### src/rtl/frame_buf_scanout_reader_pkg.sv
// Geometry, address helper and tag layout shared by the frame-buffer writer and
// scanout reader.
package frame_buf_scanout_reader_pkg;
    localparam int VGA_WIDTH          = 640;
    localparam int VGA_HEIGHT         = 480;
    localparam int PIXEL_VIRTUAL_SIZE = 4;
    localparam int MEMORY_SIZE        = 19200;
    localparam int ADDR_W             = 15;
    localparam int RGB_W              = 24;
    localparam int COORD_W            = 10;
    localparam int VCOORD_W           = 8;

    typedef struct packed {
        logic fresh;
        logic in_range;
        logic hs;
        logic vs;
        logic active;
    } scan_tag_t;

    localparam int        TAG_W    = $bits(scan_tag_t);
    localparam scan_tag_t TAG_IDLE = '{fresh: 1'b0, in_range: 1'b0, hs: 1'b1, vs: 1'b1, active: 1'b0};

    // vy*160 + vx built from two shifts and an add; 119*160+159 = 19199 fits ADDR_W.
    function automatic logic [ADDR_W-1:0] virt_addr(input logic [VCOORD_W-1:0] vy,
                                                    input logic [VCOORD_W-1:0] vx);
        return (ADDR_W'(vy) << 7) + (ADDR_W'(vy) << 5) + ADDR_W'(vx);
    endfunction
endpackage

### src/rtl/scanout_delay_line.sv
// Parameterised-depth, parameterised-width shift register with async active-low
// reset to a caller-chosen idle value.
module scanout_delay_line #(
    parameter int               DEPTH     = 1,
    parameter int               WIDTH     = 1,
    parameter logic [WIDTH-1:0] RESET_VAL = '0
) (
    input  logic             clk,
    input  logic             rst,
    input  logic [WIDTH-1:0] d,
    output logic [WIDTH-1:0] q
);

    logic [WIDTH-1:0] r_stage [DEPTH];

    always_ff @(posedge clk or negedge rst) begin
        if (!rst) begin
            for (int i = 0; i < DEPTH; i++) begin
                r_stage[i] <= RESET_VAL;
            end
        end else begin
            r_stage[0] <= d;
            for (int i = 1; i < DEPTH; i++) begin
                r_stage[i] <= r_stage[i-1];
            end
        end
    end

    assign q = r_stage[DEPTH-1];

endmodule

### src/rtl/frame_buf_scanout_reader.sv
// Maps 640x480 raster coordinates onto the 160x120 frame RAM with 4x4 replication,
// issues a read per new virtual pixel and realigns colour with the sync signals.
module frame_buf_scanout_reader
    import frame_buf_scanout_reader_pkg::*;
#(
    parameter int               RD_LATENCY = 2,
    parameter int               VIRT_W     = 160,
    parameter int               VIRT_H     = 120,
    parameter logic [RGB_W-1:0] BORDER_RGB = 24'h000000
) (
    input  logic               clk,
    input  logic               rst,
    input  logic [COORD_W-1:0] x,
    input  logic [COORD_W-1:0] y,
    input  logic               active_in,
    input  logic               hs_in,
    input  logic               vs_in,
    output logic [ADDR_W-1:0]  rd_addr,
    output logic               rd_en,
    input  logic [RGB_W-1:0]   rd_data,
    output logic [RGB_W-1:0]   rgb_out,
    output logic               hs_out,
    output logic               vs_out,
    output logic               blank_n_out
);

    localparam int VSHIFT = $clog2(PIXEL_VIRTUAL_SIZE);

    logic [VCOORD_W-1:0] w_vx_p0;
    logic [VCOORD_W-1:0] w_vy_p0;
    logic [ADDR_W-1:0]   w_addr_p0;
    logic                w_in_range_p0;
    logic                w_issue_p0;
    logic                r_last_vld;
    logic [ADDR_W-1:0]   r_last_addr;
    scan_tag_t           r_tag_p0;
    scan_tag_t           w_tag_p1;
    logic [RGB_W-1:0]    r_hold_p2;
    logic                w_unused;

    assign w_vx_p0   = x[COORD_W-1:VSHIFT];
    assign w_vy_p0   = y[COORD_W-1:VSHIFT];
    assign w_addr_p0 = virt_addr(w_vy_p0, w_vx_p0);
    assign w_unused  = ^{x[VSHIFT-1:0], y[VSHIFT-1:0]};

    assign w_in_range_p0 = active_in
                        && (x < COORD_W'(VGA_WIDTH)) && (y < COORD_W'(VGA_HEIGHT))
                        && (w_vx_p0 < VCOORD_W'(VIRT_W)) && (w_vy_p0 < VCOORD_W'(VIRT_H));
    assign w_issue_p0 = w_in_range_p0 && (!r_last_vld || (w_addr_p0 != r_last_addr));

    // Stage p0: address, read strobe and tag registered together
    always_ff @(posedge clk or negedge rst) begin
        if (!rst) begin
            rd_addr     <= '0;
            rd_en       <= 1'b0;
            r_last_vld  <= 1'b0;
            r_last_addr <= '0;
            r_tag_p0    <= TAG_IDLE;
        end else begin
            rd_en    <= w_issue_p0;
            r_tag_p0 <= '{fresh: w_issue_p0, in_range: w_in_range_p0,
                          hs: hs_in, vs: vs_in, active: active_in};
            if (w_issue_p0) begin
                rd_addr <= w_addr_p0;
            end
            // Blanking forgets the last address so each line re-fetches its first pixel
            if (!active_in) begin
                r_last_vld <= 1'b0;
            end else if (w_issue_p0) begin
                r_last_vld  <= 1'b1;
                r_last_addr <= w_addr_p0;
            end
        end
    end

    // Stage p1: tag delayed to line up with rd_data
    scanout_delay_line #(
        .DEPTH     (RD_LATENCY),
        .WIDTH     (TAG_W),
        .RESET_VAL (TAG_IDLE)
    ) u_tag_delay (
        .clk (clk),
        .rst (rst),
        .d   (r_tag_p0),
        .q   (w_tag_p1)
    );

    // Stage p2: registered colour and syncs to the pins
    always_ff @(posedge clk or negedge rst) begin
        if (!rst) begin
            r_hold_p2   <= '0;
            rgb_out     <= BORDER_RGB;
            hs_out      <= 1'b1;
            vs_out      <= 1'b1;
            blank_n_out <= 1'b0;
        end else begin
            hs_out      <= w_tag_p1.hs;
            vs_out      <= w_tag_p1.vs;
            blank_n_out <= w_tag_p1.active;
            if (w_tag_p1.fresh) begin
                r_hold_p2 <= rd_data;
                rgb_out   <= rd_data;
            end else if (w_tag_p1.in_range) begin
                rgb_out   <= r_hold_p2;
            end else begin
                rgb_out   <= BORDER_RGB;
            end
        end
    end

endmodule

### config.mk
export PLATFORM = sky130hd
export DESIGN_NAME = frame_buf_scanout_reader
export DESIGN_NICKNAME = d
export VERILOG_FILES = /design/src/rtl/frame_buf_scanout_reader_pkg.sv /design/src/rtl/scanout_delay_line.sv /design/src/rtl/frame_buf_scanout_reader.sv
export SDC_FILE = /design/constraint.sdc
export NUM_CORES = 1
export LEC_CHECK = 0
export BUFFER_PORTS_ARGS = -buffer_cell sky130_fd_sc_hd__clkbuf_2
export CAP_MARGIN = 20
export CELL_PAD_IN_SITES_DETAIL_PLACEMENT = 1
export CELL_PAD_IN_SITES_GLOBAL_PLACEMENT = 1
export CORE_ASPECT_RATIO = 1.5
export CORE_UTILIZATION = 40
export CTS_BUF_LIST = sky130_fd_sc_hd__clkbuf_4 sky130_fd_sc_hd__clkbuf_8
export CTS_CLUSTER_DIAMETER = 200
export CTS_CLUSTER_SIZE = 12
export DETAILED_ROUTE_END_ITERATION = 7
export GPL_ROUTABILITY_DRIVEN = 0
export GPL_TIMING_DRIVEN = 0
export PLACE_DENSITY_LB_ADDON = 0.2
export SYNTH_ARGS = -nofsm -noshare
export SYNTH_HDL_FRONTEND = slang
export SYNTH_HIERARCHICAL = 1
export SYNTH_SLANG_ARGS = --single-unit
### constraint.sdc
create_clock -name clk -period 2.35 [get_ports clk]
set_input_delay 0.3525 -clock clk [delete_from_list [all_inputs] [get_ports clk]]
set_output_delay 0.3525 -clock clk [all_outputs]
set_load 0.01 [all_outputs]
; Word-level counts from Yosys, hierarchy flattened
; Index checks and enable logic that the tools add are counted.
[op_classes]
addsub = 2
order_cmp = 4
eq_ne = 2
muxes = 4
reduce_logical = 8
[op_table]
columns = cell, n
row1 = 24-bit two-way mux, 2
row2 = 15-bit by 13-bit adder with 15-bit output, 1
row3 = 15-bit by 8-bit adder with 15-bit output, 1
row4 = 15-bit != test, 1
row5 = 10-bit < comparator (second input constant), 1
row6 = 10-bit by 9-bit < comparator with 1-bit output (second input constant), 1
row7 = 8-bit by 7-bit < comparator with 1-bit output (second input constant), 1
row8 = 8-bit < comparator (second input constant), 1
row9 = 1-bit logical AND, 5
row10 = 1-bit two-way mux, 2
row11 = 2-bit by 1-bit != test with 1-bit output (second input constant), 1
row12 = 2-bit AND reduction, 1
row13 = 1-bit logical NOT, 1
row14 = 1-bit logical OR, 1
[word_totals]
ff_bits = 97
output_inout_bits = 43

; Logic depth before layout (Yosys ltp)
[depth]
word_depth = 8
depth_mapped = 13

; Cells and area by module
; The synthesis kept the hierarchy.
[by_module_without_submodules]
columns = module, instances, cells_each, area_per_inst_um2, seq_area_each_um2
row1 = frame_buf_scanout_reader, 1, 304, 4083.9, 2182.1
row2 = scanout_delay_line, 1, 15, 292.8, 255.2

; Worst setup path after synthesis
; No wires, ideal clock.
[synth_timing]
path_kind = in2reg
from = input y[2]
to = register rd_addr[10]
setup_ns = 0.125
t_arrival_ns = 3.191
setup_slack_ns = -0.967
cell_stages = 13
cell_sequence = inv_1 fa_1 inv_1 fa_1 a21o_4 a31oi_4 mux2_4 o221ai_2 a211oi_4 a21oi_2 buf_6 buf_12 mux2_4
[synth_between]
elab_chain_len = 5
[synth_lines]
columns = element, line
row1 = start: declaration, frame_buf_scanout_reader.sv:14  ; input logic [COORD_W-1:0] y,
row2 = 15-bit by 13-bit adder with 15-bit output or 10-bit by 9-bit < comparator with 1-bit output (tied branches), "frame_buf_scanout_reader_pkg.sv:27, frame_buf_scanout_reader.sv:47"
row3 = 15-bit by 8-bit adder with 15-bit output or 1-bit logical AND (tied branches), "frame_buf_scanout_reader_pkg.sv:27, frame_buf_scanout_reader.sv:47"
row4 = 15-bit != test or 1-bit logical AND (tied branches), "frame_buf_scanout_reader.sv:49, frame_buf_scanout_reader.sv:48"
row5 = 1-bit logical OR or 1-bit logical AND (tied branches), "frame_buf_scanout_reader.sv:49, frame_buf_scanout_reader.sv:48"
row6 = 1-bit logical AND (*), frame_buf_scanout_reader.sv:49  ; assign w_issue_p0 = w_in_range_p0 && (!r_last_vld || (w_addr_p0 != r_last_addr));
row7 = via w_issue_p0, frame_buf_scanout_reader.sv:33  ; logic w_issue_p0;
row8 = end signal: assignment, frame_buf_scanout_reader.sv:64  ; rd_addr <= w_addr_p0;
row9 = end: declaration, frame_buf_scanout_reader.sv:18  ; output logic [ADDR_W-1:0] rd_addr,
; The timed path passes the listed nets; every way through them passes the cells marked *.
; A chain may end at the register's enable or synchronous reset.

; Final worst setup path
[layout_timing]
from = input x[9]
to = register r_last_addr[8]
[layout_between]
elab_chain_len = 7
[layout_lines]
columns = element, line
row1 = start: declaration, frame_buf_scanout_reader.sv:13  ; input logic [COORD_W-1:0] x,
row2 = "parallel branches: the longest is 7 deep, another holds 15-bit by 8-bit adder with 15-bit output", -
row3 = end signal: assignment, frame_buf_scanout_reader.sv:71  ; r_last_addr <= w_addr_p0;
row4 = end: declaration, frame_buf_scanout_reader.sv:35  ; logic [ADDR_W-1:0] r_last_addr;
; Several ways; the timed one is not identified.

==> results by group <==
Run status
  – Status: finished, violations left
  – Failing checks: negative setup slack

Power
  – Leak: 2.58 nW
  – Switching portion of total power: 0.293
  – Power per Cell Area: 849 nW/um^2
  – Design Power: 4.63 mW
  – Clock share of power: 0.257
  – Comb power frac: 0.275
  – Sw Pwr: 1.36 mW
  – Seq pwr share: 0.468
  – IR drop worst, VDD: 0.000272 V
  – Pint: 3.27 mW

Clocking
  – H-tree depth: 3
  – Root Driver: clkbuf_8
  – Clk_lat worst skew: 360 ps
  – Clock transition at path regs: 90 ps
  – CTS tree: done
  – Inserted Clock Buffers: 9
  – Clk sink count: 97
  – Clock buffer depth: 2

Final layout
  – Most common cell after layout, fill and taps aside: dfrtp_1
  – Share of cells above drive strength 1: 0.470
  – P&R area growth vs syn: 24.6%
  – Final std cells w/o fill: 574
  – Antenna Cells: 0
  – # fillers: 1157
  – Nets: 491
  – Most frequent cells in the layout: dfrtp_1, clkbuf_2, mux2_2

Setup path
  – Worst R2R End: r_last_addr[10]
  – Critical path data required time: 2590 ps
  – Max stage delay cell, worst path: fa_1
  – Crit-path cells: buf_8, inv_8, fa_1, inv_2, fa_2, a21o_4, a31oi_4, mux2_4, o221ai_4, a211oi_4, a21oi_4, buf_6, buf_12, mux2_2
  – Buffers & Inverters on Critical Path: 5
  – Setup CP Type: in2reg
  – Worst r2r src: r_last_addr[12]
  – Crit-path max FO: 9
  – Crit path DAT: 3330 ps
  – Worst setup SP type: primary input
  – Critical path capture point type: flop
  – Slowest stage delay, CP: 550 ps
  – Worst R2R Path Depth: 9
  – Top delay family on crit path: compound AO/OA/AOI/OAI gates
  – Worst R2R Setup Slack: -170 ps

GRT
  – Initial antenna violation count: 0
  – Total gr overflow: 0
  – Vias in the first global route: 3151
  – Global-route wire length before repair: 15700 um
  – Pin count of the biggest net entering global routing: 66
  – Overall global routing resource usage: 0.182

Hold path
  – WHS Endpoint: r_tag_p0[1]
  – HP Class: in2reg
  – Hold Startpoint: vs_in
  – Hold path cells: 1

Drt
  – First-pass DRT Iterations: 4
  – Top Metal Used: met4
  – Routed length on met3: 327 um
  – WL per Instance: 16.8 um
  – Met2 wire length: 5370 um
  – Routed Antenna Nets: 0
  – DR vias: 2893
  – Initial DRC count: 58
  – M1 WL: 3790 um
  – Vias per cell: 5.04
  – # DRC: 0
  – Total Routed Length: 9640 um

Floorplan
  – I/O pin count: 92
  – Core Area: 10600 um^2
  – Die footprint: 11400 um^2
  – Initial Util: 0.413
  – Die X: 87.4 um
  – Die Span Y: 130 um
  – Row Count: 46

STA
  – RSZ-0062 raised after global routing: true
  – Clock Skews: 10.1 ps
  – Minimum clock period: 3090 ps
  – Fin. Hold Viols: 0
  – Fmax achieved: 0.324 GHz
  – Setup TNS: -20190 ps
  – Hold Slack: 77.1 ps
  – Worst Tran Pin Value: 601 ps
  – Final Max Slew Viols: 0
  – Min setup slack post-route: -738 ps
  – Period utilization: 1.31
  – Final setup vio count: 30
  – Max-slew headroom: 0.599

Synthesis
  – Synth Register Bits: 97
  – Primary FF master, synth: dfrtp_1
  – Mapped Nets: 385
  – Cell count after synthesis: 319
  – Post-synth cell types: 55
  – Synth area leaders: dfrtp_1, mux2_2, a22o_1
  – Async set-reset flop share out of synthesis: 1.00
  – EDFF count, synth: 0
  – Post-synth top area cell: dfrtp_1
  – Ys Warns: 6
  – Seq/Total Area, Yosys: 0.557
  – Avg Synthesized Cell Area: 13.7 um^2
  – Yosys top cell area share: 0.509
  – Post-Syn Area: 4380 um^2

Placement
  – Inst Count DP: 551
  – Hpwl dp: 6910 um
  – IO buf count: 87

Flow run
  – Max_cap viols: 0
==> cell type report <==
class	instances	area (um^2)	area share
Clock inverter	5	81.3	0.0149
Clock buffer	11	139	0.0255
Timing Repair Buffer	96	582	0.107
Tap cell	144	180	0.0331
Buffer	21	134	0.0246
Sequential cell	97	2440	0.447
Multi-Input combinational cell	189	1850	0.339
Inverter	11	48.8	0.00895
==> power by group through the flow <==
stage | Sequential (mW) | Clock (mW) | Combinational, mW
2_1_floorplan | 2.21 | 0 | 0.760
3_3_place_gp | 2.17 | 0 | 1.15
3_5_place_dp | 2.19 | 0 | 1.19
4_1_cts | 2.16 | 1.23 | 1.26
5_1_grt | 2.21 | 1.28 | 1.39
6_report | 2.17 | 1.19 | 1.27
==> metal layers <==
layer,vias to the layer above,global-route usage
met2,72,0.332
met3,11,0.0272
met1,1459,0.207
met4,0,0.0858
met5,-,0
li1,1351,-
==> synth_stat cells (2+ instances only) <==
cell type	number
a211o_1	2
a21o_1	2
a21oi_1	5
a22o_1	25
buf_1	3
buf_2	4
buf_4	8
clkbuf_1	5
dfrtp_1	89
dfstp_2	8
fa_1	2
ha_1	15
inv_1	11
mux2_2	44
mux2_4	7
mux2i_1	2
nand2_1	6
nand2b_1	2
nand3_1	9
nand4_1	4
nor2_1	3
nor2b_1	5
nor3_1	2
o2111ai_1	2
o211ai_1	3
o21ai_0	3
or2_1	2
or2_2	2
xnor2_1	17
xor2_1	2
==> cells by family (layout without fill, tap and decap cells) <==
logic type | count (synthesis) | after routing | share of synthesized area
buf+inv | 33 | 144 | 0.0417
fa+ha+maj | 17 | 17 | 0.0520
flops | 97 | 97 | 0.557
xor+xnor | 20 | 20 | 0.0417
mux | 53 | 53 | 0.142
simple gates | 43 | 43 | 0.0555
compound gates | 56 | 56 | 0.110
==> metrics by stage <==
step / util / worst slack (ps) / cell area [um^2]
after floorplan: - / -810 / 4400
after global placement: 0.474 / -1260 / 5020
after detailed placement: 0.477 / -1260 / 5050
after CTS: 0.510 / -750 / 5400
after global routing: 0.515 / -807 / 5450
final: 0.515 / -738 / 5450
==> repair_timing <==
item | 4_1_cts | 5_1_grt
setup endpoints to repair | 30 | 30
setup buffers | 3 | 3
resized for setup | 20 | 10
hold buffers | 1 | 0
endpoints found under the hold margin | 24 | 0
pin swaps | 5 | 3
gates cloned | 1 | 1
==> flip-flops by register name, indices dropped and copies added, names as in the netlist <==
register,flops
r_last_vld,1
r_hold_p2,24
blank_n_out,1
u_tag_delay/r_stage,5
r_last_addr,15
hs_out,1
rgb_out,24
rd_addr,15
u_tag_delay/q,5
vs_out,1
r_tag_p0,5
==> worst max path at each step <==
| stage | end | depth (start not counted) | slack, ps | startpoint |
|---|---|---|---|---|
| 3_3_place_gp | rd_addr[10] | 14 | -1260 | x[9] |
| 4_1_cts | r_last_addr[8] | 14 | -750 | x[9] |
| 5_1_grt | r_last_addr[8] | 14 | -810 | x[9] |
| 6_report | r_last_addr[8] | 14 | -740 | x[9] |
| 3_5_place_dp | rd_addr[8] | 14 | -1260 | x[9] |
| 2_1_floorplan | rd_addr[10] | 13 | -810 | x[9] |
==> worst reg2reg max path, cell delays in order (launching register included) <==
cell	delay, ps
dfrtp_1	480
and3_1	250
or2_1	210
o211ai_1	270
o221ai_4	180
a211oi_4	320
a21oi_4	110
buf_4	160
buf_8	130
mux2_4	300
No activity file was read; power rests on OpenSTA's default activity.
